==> src/rtl/io_pkg.sv <==
// rtl/io_pkg.sv - shared types and constants for the output-port UART transmitter
package io_pkg;

  typedef enum logic [1:0] {
    IDLE,
    START,
    DATA,
    STOP
  } tx_state_t;

  localparam int FRAME_BITS     = 10;
  localparam int BYTES_PER_WORD = 2;

endpackage

==> src/rtl/sync_fifo.sv <==
// rtl/sync_fifo.sv - single-clock FIFO with registered storage and explicit occupancy counter
module sync_fifo #(
  parameter int WIDTH = 16,
  parameter int DEPTH = 4
) (
  input  logic                     clk_i,
  input  logic                     rst_ni,
  input  logic                     push_i,
  input  logic                     pop_i,
  input  logic [WIDTH-1:0]         wdata_i,
  output logic [WIDTH-1:0]         rdata_o,
  output logic                     full_o,
  output logic                     empty_o,
  output logic [$clog2(DEPTH):0]   count_o
);

  localparam int AW = $clog2(DEPTH);

  logic [WIDTH-1:0] mem_q [DEPTH];
  logic [AW-1:0]    wr_ptr_q, wr_ptr_d;
  logic [AW-1:0]    rd_ptr_q, rd_ptr_d;
  logic [AW:0]      count_q, count_d;
  logic             do_push, do_pop;

  assign full_o  = (count_q == (AW+1)'(DEPTH));
  assign empty_o = (count_q == '0);
  assign count_o = count_q;
  assign rdata_o = mem_q[rd_ptr_q];

  // A push into a full FIFO is legal only when the head leaves on the same edge.
  assign do_push = push_i && (!full_o || pop_i);
  assign do_pop  = pop_i && !empty_o;

  always_comb begin
    wr_ptr_d = wr_ptr_q;
    rd_ptr_d = rd_ptr_q;
    count_d  = count_q;
    if (do_push) wr_ptr_d = wr_ptr_q + AW'(1);
    if (do_pop)  rd_ptr_d = rd_ptr_q + AW'(1);
    case ({do_push, do_pop})
      2'b10:   count_d = count_q + (AW+1)'(1);
      2'b01:   count_d = count_q - (AW+1)'(1);
      default: count_d = count_q;
    endcase
  end

  always_ff @(posedge clk_i or negedge rst_ni) begin
    if (!rst_ni) begin
      wr_ptr_q <= '0;
      rd_ptr_q <= '0;
      count_q  <= '0;
    end else begin
      wr_ptr_q <= wr_ptr_d;
      rd_ptr_q <= rd_ptr_d;
      count_q  <= count_d;
    end
  end

  always_ff @(posedge clk_i) begin
    if (do_push) mem_q[wr_ptr_q] <= wdata_i;
  end

endmodule

==> src/rtl/out_port_uart_tx.sv <==
// rtl/out_port_uart_tx.sv - queues CPU output-port words and sends each as two 8N1 frames, low byte first
module out_port_uart_tx
  import io_pkg::*;
#(
  parameter int CLKS_PER_BIT = 16,
  parameter int FIFO_DEPTH   = 4,
  parameter int DATA_W       = 16
) (
  input  logic                          clk_i,
  input  logic                          rst_ni,
  input  logic [DATA_W-1:0]             out_port_i,
  input  logic                          out_we_i,
  input  logic                          ovf_clr_i,
  output logic                          tx_o,
  output logic                          busy_o,
  output logic [$clog2(FIFO_DEPTH):0]   fifo_count_o,
  output logic                          overflow_o
);

  localparam int BYTE_W = DATA_W / BYTES_PER_WORD;

  tx_state_t         state_q, state_d;
  logic [BYTE_W-1:0] shift_q, shift_d;
  logic [BYTE_W-1:0] hi_byte_q, hi_byte_d;
  logic              byte_sel_q, byte_sel_d;
  logic [2:0]        bit_idx_q, bit_idx_d;
  logic [15:0]       baud_cnt_q, baud_cnt_d;
  logic              tx_q, tx_d;
  logic              overflow_q, overflow_d;

  logic [DATA_W-1:0] fifo_word;
  logic              fifo_full, fifo_empty, fifo_pop, bit_done, drop;

  sync_fifo #(
    .WIDTH (DATA_W),
    .DEPTH (FIFO_DEPTH)
  ) u_fifo (
    .clk_i   (clk_i),
    .rst_ni  (rst_ni),
    .push_i  (out_we_i),
    .pop_i   (fifo_pop),
    .wdata_i (out_port_i),
    .rdata_o (fifo_word),
    .full_o  (fifo_full),
    .empty_o (fifo_empty),
    .count_o (fifo_count_o)
  );

  assign fifo_pop = (state_q == IDLE) && !fifo_empty;
  assign drop     = out_we_i && fifo_full && !fifo_pop;
  assign bit_done = (baud_cnt_q == 16'(CLKS_PER_BIT - 1));

  assign tx_o       = tx_q;
  assign busy_o     = (state_q != IDLE) || !fifo_empty;
  assign overflow_o = overflow_q;

  always_comb begin
    state_d    = state_q;
    shift_d    = shift_q;
    hi_byte_d  = hi_byte_q;
    byte_sel_d = byte_sel_q;
    bit_idx_d  = bit_idx_q;
    baud_cnt_d = bit_done ? 16'd0 : baud_cnt_q + 16'd1;
    case (state_q)
      IDLE: begin
        baud_cnt_d = 16'd0;
        if (!fifo_empty) begin
          shift_d    = fifo_word[BYTE_W-1:0];
          hi_byte_d  = fifo_word[DATA_W-1:BYTE_W];
          byte_sel_d = 1'b0;
          state_d    = START;
        end
      end
      START: begin
        if (bit_done) begin
          bit_idx_d = 3'd0;
          state_d   = DATA;
        end
      end
      DATA: begin
        if (bit_done) begin
          shift_d   = {1'b0, shift_q[BYTE_W-1:1]};
          bit_idx_d = bit_idx_q + 3'd1;
          if (bit_idx_q == 3'd7) state_d = STOP;
        end
      end
      STOP: begin
        // The high byte follows its low byte with no idle gap.
        if (bit_done) begin
          if (!byte_sel_q) begin
            shift_d    = hi_byte_q;
            byte_sel_d = 1'b1;
            state_d    = START;
          end else begin
            state_d = IDLE;
          end
        end
      end
      default: state_d = IDLE;
    endcase

    // tx is registered from the next state so the line lines up with the state it describes.
    case (state_d)
      START:   tx_d = 1'b0;
      DATA:    tx_d = shift_d[0];
      default: tx_d = 1'b1;
    endcase

    overflow_d = drop ? 1'b1 : (ovf_clr_i ? 1'b0 : overflow_q);
  end

  always_ff @(posedge clk_i or negedge rst_ni) begin
    if (!rst_ni) begin
      state_q    <= IDLE;
      shift_q    <= '0;
      hi_byte_q  <= '0;
      byte_sel_q <= 1'b0;
      bit_idx_q  <= 3'd0;
      baud_cnt_q <= 16'd0;
      tx_q       <= 1'b1;
      overflow_q <= 1'b0;
    end else begin
      state_q    <= state_d;
      shift_q    <= shift_d;
      hi_byte_q  <= hi_byte_d;
      byte_sel_q <= byte_sel_d;
      bit_idx_q  <= bit_idx_d;
      baud_cnt_q <= baud_cnt_d;
      tx_q       <= tx_d;
      overflow_q <= overflow_d;
    end
  end

endmodule
==> config.mk <==
export PLATFORM = sky130hd
export DESIGN_NAME = out_port_uart_tx
export DESIGN_NICKNAME = d
export VERILOG_FILES = /design/src/rtl/io_pkg.sv /design/src/rtl/sync_fifo.sv /design/src/rtl/out_port_uart_tx.sv
export SDC_FILE = /design/constraint.sdc
export NUM_CORES = 1
export LEC_CHECK = 0
export BUFFER_PORTS_ARGS = -buffer_cell sky130_fd_sc_hd__buf_2
export CAP_MARGIN = 40
export CORE_UTILIZATION = 45
export CTS_CLUSTER_SIZE = 16
export DETAILED_ROUTE_END_ITERATION = 16
export HOLD_SLACK_MARGIN = 0.08
export RECOVER_POWER = 25
export SLEW_MARGIN = 15
export SYNTH_ARGS = -nofsm -noshare
export SYNTH_HDL_FRONTEND = slang
export SYNTH_SLANG_ARGS = --single-unit
==> constraint.sdc <==
create_clock -name clk_i -period 3.3 [get_ports clk_i]
set_input_delay 0.165 -clock clk_i [delete_from_list [all_inputs] [get_ports clk_i]]
set_output_delay 0.165 -clock clk_i [all_outputs]
set_load 0.01 [all_outputs]
==> flow_summary_export.csv <==
group,metric,value,unit
layout,finalNetCount,379,
yosys,synth-seq-area-share,67.38,%
run_status,run_status,"completed",
placement,gp_congestion,0.7479,
yosys,synth_cell_types,44,
pwr,power.static_leakage,2.036,nW
timing,relative_slew_slack,22.95,%
clock_network,clock_latency,0.39,ns
timing,worst_clock_skew,0.01557,ns
critical_path,rr_endpoint,"u_fifo.count_o[1]$_DFFE_PN0P_",
yosys,ys_seq_elements,111,
yosys,yosysTopAreaCellShare,41.78,%
critical_path,reg2reg_setup_slack,0.88,ns
pwr,switching_share,32.90,%
yosys,synthDominantAreaCellType,"sky130_fd_sc_hd__edfxtp_1",
route,drt_drc_violations_left,0,
critical_path,cp-end-kind,"register",
floorplan,row_count,36,
yosys,syn-cell-area,4599,um2
pwr,power.switching,0.001364,W
critical_path,critical_path_required,3.60,ns
grt,grt_first_pass_wirelength,12840,um
timing,hold_ws,0.2464,ns
floorplan,ioPinCount,26,
critical_path,reg2reg_from,"state_q[0]$_DFF_PN0_",
critical_path,critical_path_at,2.72,ns
floorplan,die_w,103.1,um
floorplan,die_h,103.1,um
route,detailedRoute.firstPassIterationCount,4,
yosys,post_synth_inst_count,296,
grt,grt_max_degree,29,
route,final_antenna_net_count,0,
critical_path,start_kind,"register",
route,routed-via-count,2556,
layout,area_delta_synth_final,15.10,%
placement,port_buffers,25,
layout,drive_above_1_share,18.31,%
clock_network,cts_made_buffers,9,
route,overall_routed_net_length,7871,um
floorplan,fp.coreArea,9819,um2
layout,final_area,5294,um2
timing,timing.fmax,413.7,MHz
pwr,power.combinational.fraction,29.5,%
timing,setup_failing_eps_final,0,
placement,dpl-instance-area,4916,um2
clock_network,tritoncts,"built",
grt,antenna_found_initial,0,
grt,groute.usage.overall,16.90,%
timing,fin_tns_setup,0,ns
pwr,power.clock.fraction,19.8,%
grt,number_of_global_route_vias_before_repair,2562,
timing,finalHoldViolCount,0,
timing,fin_crit_sh,73.25,%
route,routed_wire_length_per_instance,16.13,um
yosys,mappedNetlistNets,325,
yosys,warning_count_from_the_yosys_run,0,
pwr,p_per_area,783.1,nW/um2
min_path,worstHoldPathCells,4,
yosys,synthXorXnorAreaFrac,3.618,%
timing,post-route-min-period,2.417,ns
critical_path,worst_reg2reg_path_length_in_cells,7,
pwr,irDropWorstVdd,0.3756,mV
min_path,hold_class,"primary input to register",
yosys,adder_cell_share_of_the_synthesized_area,2.612,%
route,drtIter0Drc,96,
pwr,power.internal,0.002782,W
clock_network,clock_sink_count,111,
pwr,seq_power_share,50.7,%
timing,finalMaxSlewViolations,0,
job,drv_cap,0,
critical_path,worst_setup_path_endpoint,"u_fifo.count_o[1]$_DFFE_PN0P_",
yosys,ys_top_cells_by_area,"sky130_fd_sc_hd__edfxtp_1 42%, sky130_fd_sc_hd__dfrtp_1 25%, sky130_fd_sc_hd__mux4_2 7.8%",
yosys,synth_compound_gate_area_share,5.849,%
placement,hpwl,5059,um
grt,grt_remaining_overflow,0,
timing,worst_pin_slew,1.156,ns
yosys,largest_family_of_logic_cells_by_synthesized_area,"multiplexers",
clock_network,cts_buffer_depth,2,
layout,num-fill-cells,850,
critical_path,crit_path_start,"state_q[0]$_DFF_PN0_",
timing,setup_repair_after_global_routing_missed_its_margin,"no",
route,vias_per_cell,5.238,
layout,antenna_cells,0,
clock_network,clkTransAtPathRegs,0.11,ns
yosys,syn-mean-instance-area,15.54,um2
yosys,synth.area.mux_share,10.23,%
yosys,share_of_synthesized_cell_area_in_and_or_nand_and_nor_gates,7.726,%
clock_network,htreeDepth,3,
clock_network,clk_root_buffer_cell,"sky130_fd_sc_hd__clkbuf_8",
critical_path,worstPathMaxFanout,13,
critical_path,criticalPathCategory,"register to register",
floorplan,die_area,10630,um2
floorplan,floorplan.initialDensity,46.84,%
==> critical path, stage by stage, from the launching register on <==
cell and delay (ns):
sky130_fd_sc_hd__dfrtp_1 0.52, sky130_fd_sc_hd__or2_0 0.36, sky130_fd_sc_hd__a31oi_1 0.52, sky130_fd_sc_hd__inv_1 0.10
sky130_fd_sc_hd__ha_1 0.22, sky130_fd_sc_hd__inv_1 0.07, sky130_fd_sc_hd__fa_1 0.41, sky130_fd_sc_hd__mux2i_1 0.14
==> layout make-up <==
type | instances | area (um2) | area share [%]
Sequential cell | 111 | 3099 | 58.54
Multi-Input combinational cell | 160 | 1381 | 26.09
Timing Repair Buffer | 53 | 382.9 | 7.232
Tap cell | 133 | 166.4 | 3.143
Clock buffer | 9 | 123.9 | 2.340
Clock inverter | 7 | 83.83 | 1.584
Inverter | 15 | 56.30 | 1.064
==> power by group through the flow <==
stage | Sequential [W] | Combinational (W) | Clock, W
final | 0.00210 | 0.00122 | 0.000820
after global placement | 0.00215 | 0.00117 | 0
after CTS | 0.00210 | 0.00126 | 0.000853
after detailed placement | 0.00213 | 0.00123 | 0
after floorplan | 0.00203 | 0.000950 | 0
after global routing | 0.00215 | 0.00137 | 0.000898
==> repair_timing <==
item	in CTS	in global routing
hold buffers	19	0
buffers inserted	0	0
endpoints found under the hold margin	84	0
gates resized for setup	0	0
==> metrics by stage <==
stage                     util, %  std cells  total power, W  setup slack (ns)
after global routing        53.91        488        0.004419            0.6634
after floorplan                 -        296        0.002980             1.003
final                       53.91        488        0.004146            0.8826
after CTS                   54.12        488        0.004215            0.8800
after global placement      49.71        451        0.003319            0.9760
after detailed placement    50.06        453        0.003365            0.8871
==> metal layers <==
layer  up-vias  GRT usage (%)  part of all wire, %
li1       1218              -                    -
met1      1293          21.25                   45
met2        36          28.62                   51
met3         9          4.271                  2.9
met4         0          5.850                  1.0
met5         -              0                    0
==> how the worst min path moves through the flow <==
stage / startpoint / to / slack (ns)
floorplan: rst_ni / baud_cnt_q[0]$_DFF_PN0_ / -0.13
detailed placement: rst_ni / baud_cnt_q[7]$_DFF_PN0_ / 0.15
global route: out_we_i / u_fifo.wr_ptr_q[0]$_DFFE_PN0P_ / 0.25
global placement: ovf_clr_i / overflow_o$_DFFE_PN0P_ / 0.36
finish: out_we_i / u_fifo.wr_ptr_q[0]$_DFFE_PN0P_ / 0.25
CTS: out_we_i / u_fifo.wr_ptr_q[0]$_DFFE_PN0P_ / 0.22
==> cells in the mapped netlist <==
| cell | n |
|---|---|
| sky130_fd_sc_hd__edfxtp_1 | 64 |
| sky130_fd_sc_hd__dfrtp_1 | 46 |
| sky130_fd_sc_hd__nor2_1 | 18 |
| sky130_fd_sc_hd__mux4_2 | 16 |
| sky130_fd_sc_hd__nand2_1 | 15 |
| sky130_fd_sc_hd__inv_1 | 14 |
| sky130_fd_sc_hd__xnor2_1 | 13 |
| sky130_fd_sc_hd__nand3_1 | 9 |
| sky130_fd_sc_hd__ha_1 | 8 |
| sky130_fd_sc_hd__mux2_2 | 8 |
| sky130_fd_sc_hd__o21ai_0 | 7 |
| sky130_fd_sc_hd__a221o_1 | 6 |
| sky130_fd_sc_hd__nor3_1 | 6 |
| sky130_fd_sc_hd__xor2_1 | 6 |
| sky130_fd_sc_hd__a21oi_1 | 5 |
| sky130_fd_sc_hd__a22o_1 | 5 |
| sky130_fd_sc_hd__and2_1 | 5 |
| sky130_fd_sc_hd__buf_2 | 5 |
| sky130_fd_sc_hd__nor4_1 | 4 |
| sky130_fd_sc_hd__a21o_1 | 3 |
| sky130_fd_sc_hd__and3_1 | 3 |
| sky130_fd_sc_hd__a22oi_1 | 2 |
| sky130_fd_sc_hd__a31oi_1 | 2 |
| sky130_fd_sc_hd__and3_4 | 2 |
| sky130_fd_sc_hd__buf_6 | 2 |
| sky130_fd_sc_hd__clkbuf_1 | 2 |
| sky130_fd_sc_hd__mux2i_1 | 2 |
| sky130_fd_sc_hd__nand4_1 | 2 |
| sky130_fd_sc_hd__a221oi_1 | 1 |
| sky130_fd_sc_hd__a22o_2 | 1 |
| sky130_fd_sc_hd__and2b_2 | 1 |
| sky130_fd_sc_hd__and4_1 | 1 |
| sky130_fd_sc_hd__and4_2 | 1 |
| sky130_fd_sc_hd__buf_4 | 1 |
| sky130_fd_sc_hd__clkinv_1 | 1 |
| sky130_fd_sc_hd__dfstp_2 | 1 |
| sky130_fd_sc_hd__fa_1 | 1 |
| sky130_fd_sc_hd__o211ai_2 | 1 |
| sky130_fd_sc_hd__o221ai_1 | 1 |
| sky130_fd_sc_hd__o22ai_1 | 1 |
| sky130_fd_sc_hd__o32ai_1 | 1 |
| sky130_fd_sc_hd__or2_0 | 1 |
| sky130_fd_sc_hd__or2_1 | 1 |
| sky130_fd_sc_hd__or3_1 | 1 |
==> flip-flops by register name, summed over array words and instances, names as in the netlist <==
name and flops:
baud_cnt_q 16, bit_idx_q 3, byte_sel_q 1, hi_byte_q 8, overflow_o 1, shift_q 8
state_q 2, tx_o 1, u_fifo.count_o 3, u_fifo.mem_q 64, u_fifo.rd_ptr_q 2, u_fifo.wr_ptr_q 2
==> placed cells by master, fill, tap and decap left out, types with 4 or more instances in the layout <==
master and instances:
sky130_fd_sc_hd__a21oi_1 5, sky130_fd_sc_hd__a221o_1 6, sky130_fd_sc_hd__a22o_1 5, sky130_fd_sc_hd__and2_1 5, sky130_fd_sc_hd__buf_2 9, sky130_fd_sc_hd__buf_4 7, sky130_fd_sc_hd__clkbuf_1 16, sky130_fd_sc_hd__clkbuf_8 9
sky130_fd_sc_hd__dfrtp_1 46, sky130_fd_sc_hd__dlygate4sd3_1 19, sky130_fd_sc_hd__edfxtp_1 64, sky130_fd_sc_hd__ha_1 8, sky130_fd_sc_hd__inv_1 14, sky130_fd_sc_hd__mux2_2 8, sky130_fd_sc_hd__mux4_2 16, sky130_fd_sc_hd__nand2_1 15
sky130_fd_sc_hd__nand3_1 9, sky130_fd_sc_hd__nor2_1 18, sky130_fd_sc_hd__nor3_1 6, sky130_fd_sc_hd__nor4_1 4, sky130_fd_sc_hd__o21ai_0 7, sky130_fd_sc_hd__xnor2_1 13, sky130_fd_sc_hd__xor2_1 6
==> logic make-up (layout without fill, tap and decap cells) <==
logic type      count (synthesis)  count (layout)
xor+xnor                       19              19
simple gates                   70              70
mux                            26              26
compound gates                 36              36
flops                         111             111
fa+ha+maj                       9               9
buf+inv                        25              84
Note: power is estimated with default switching activity, not from simulation.
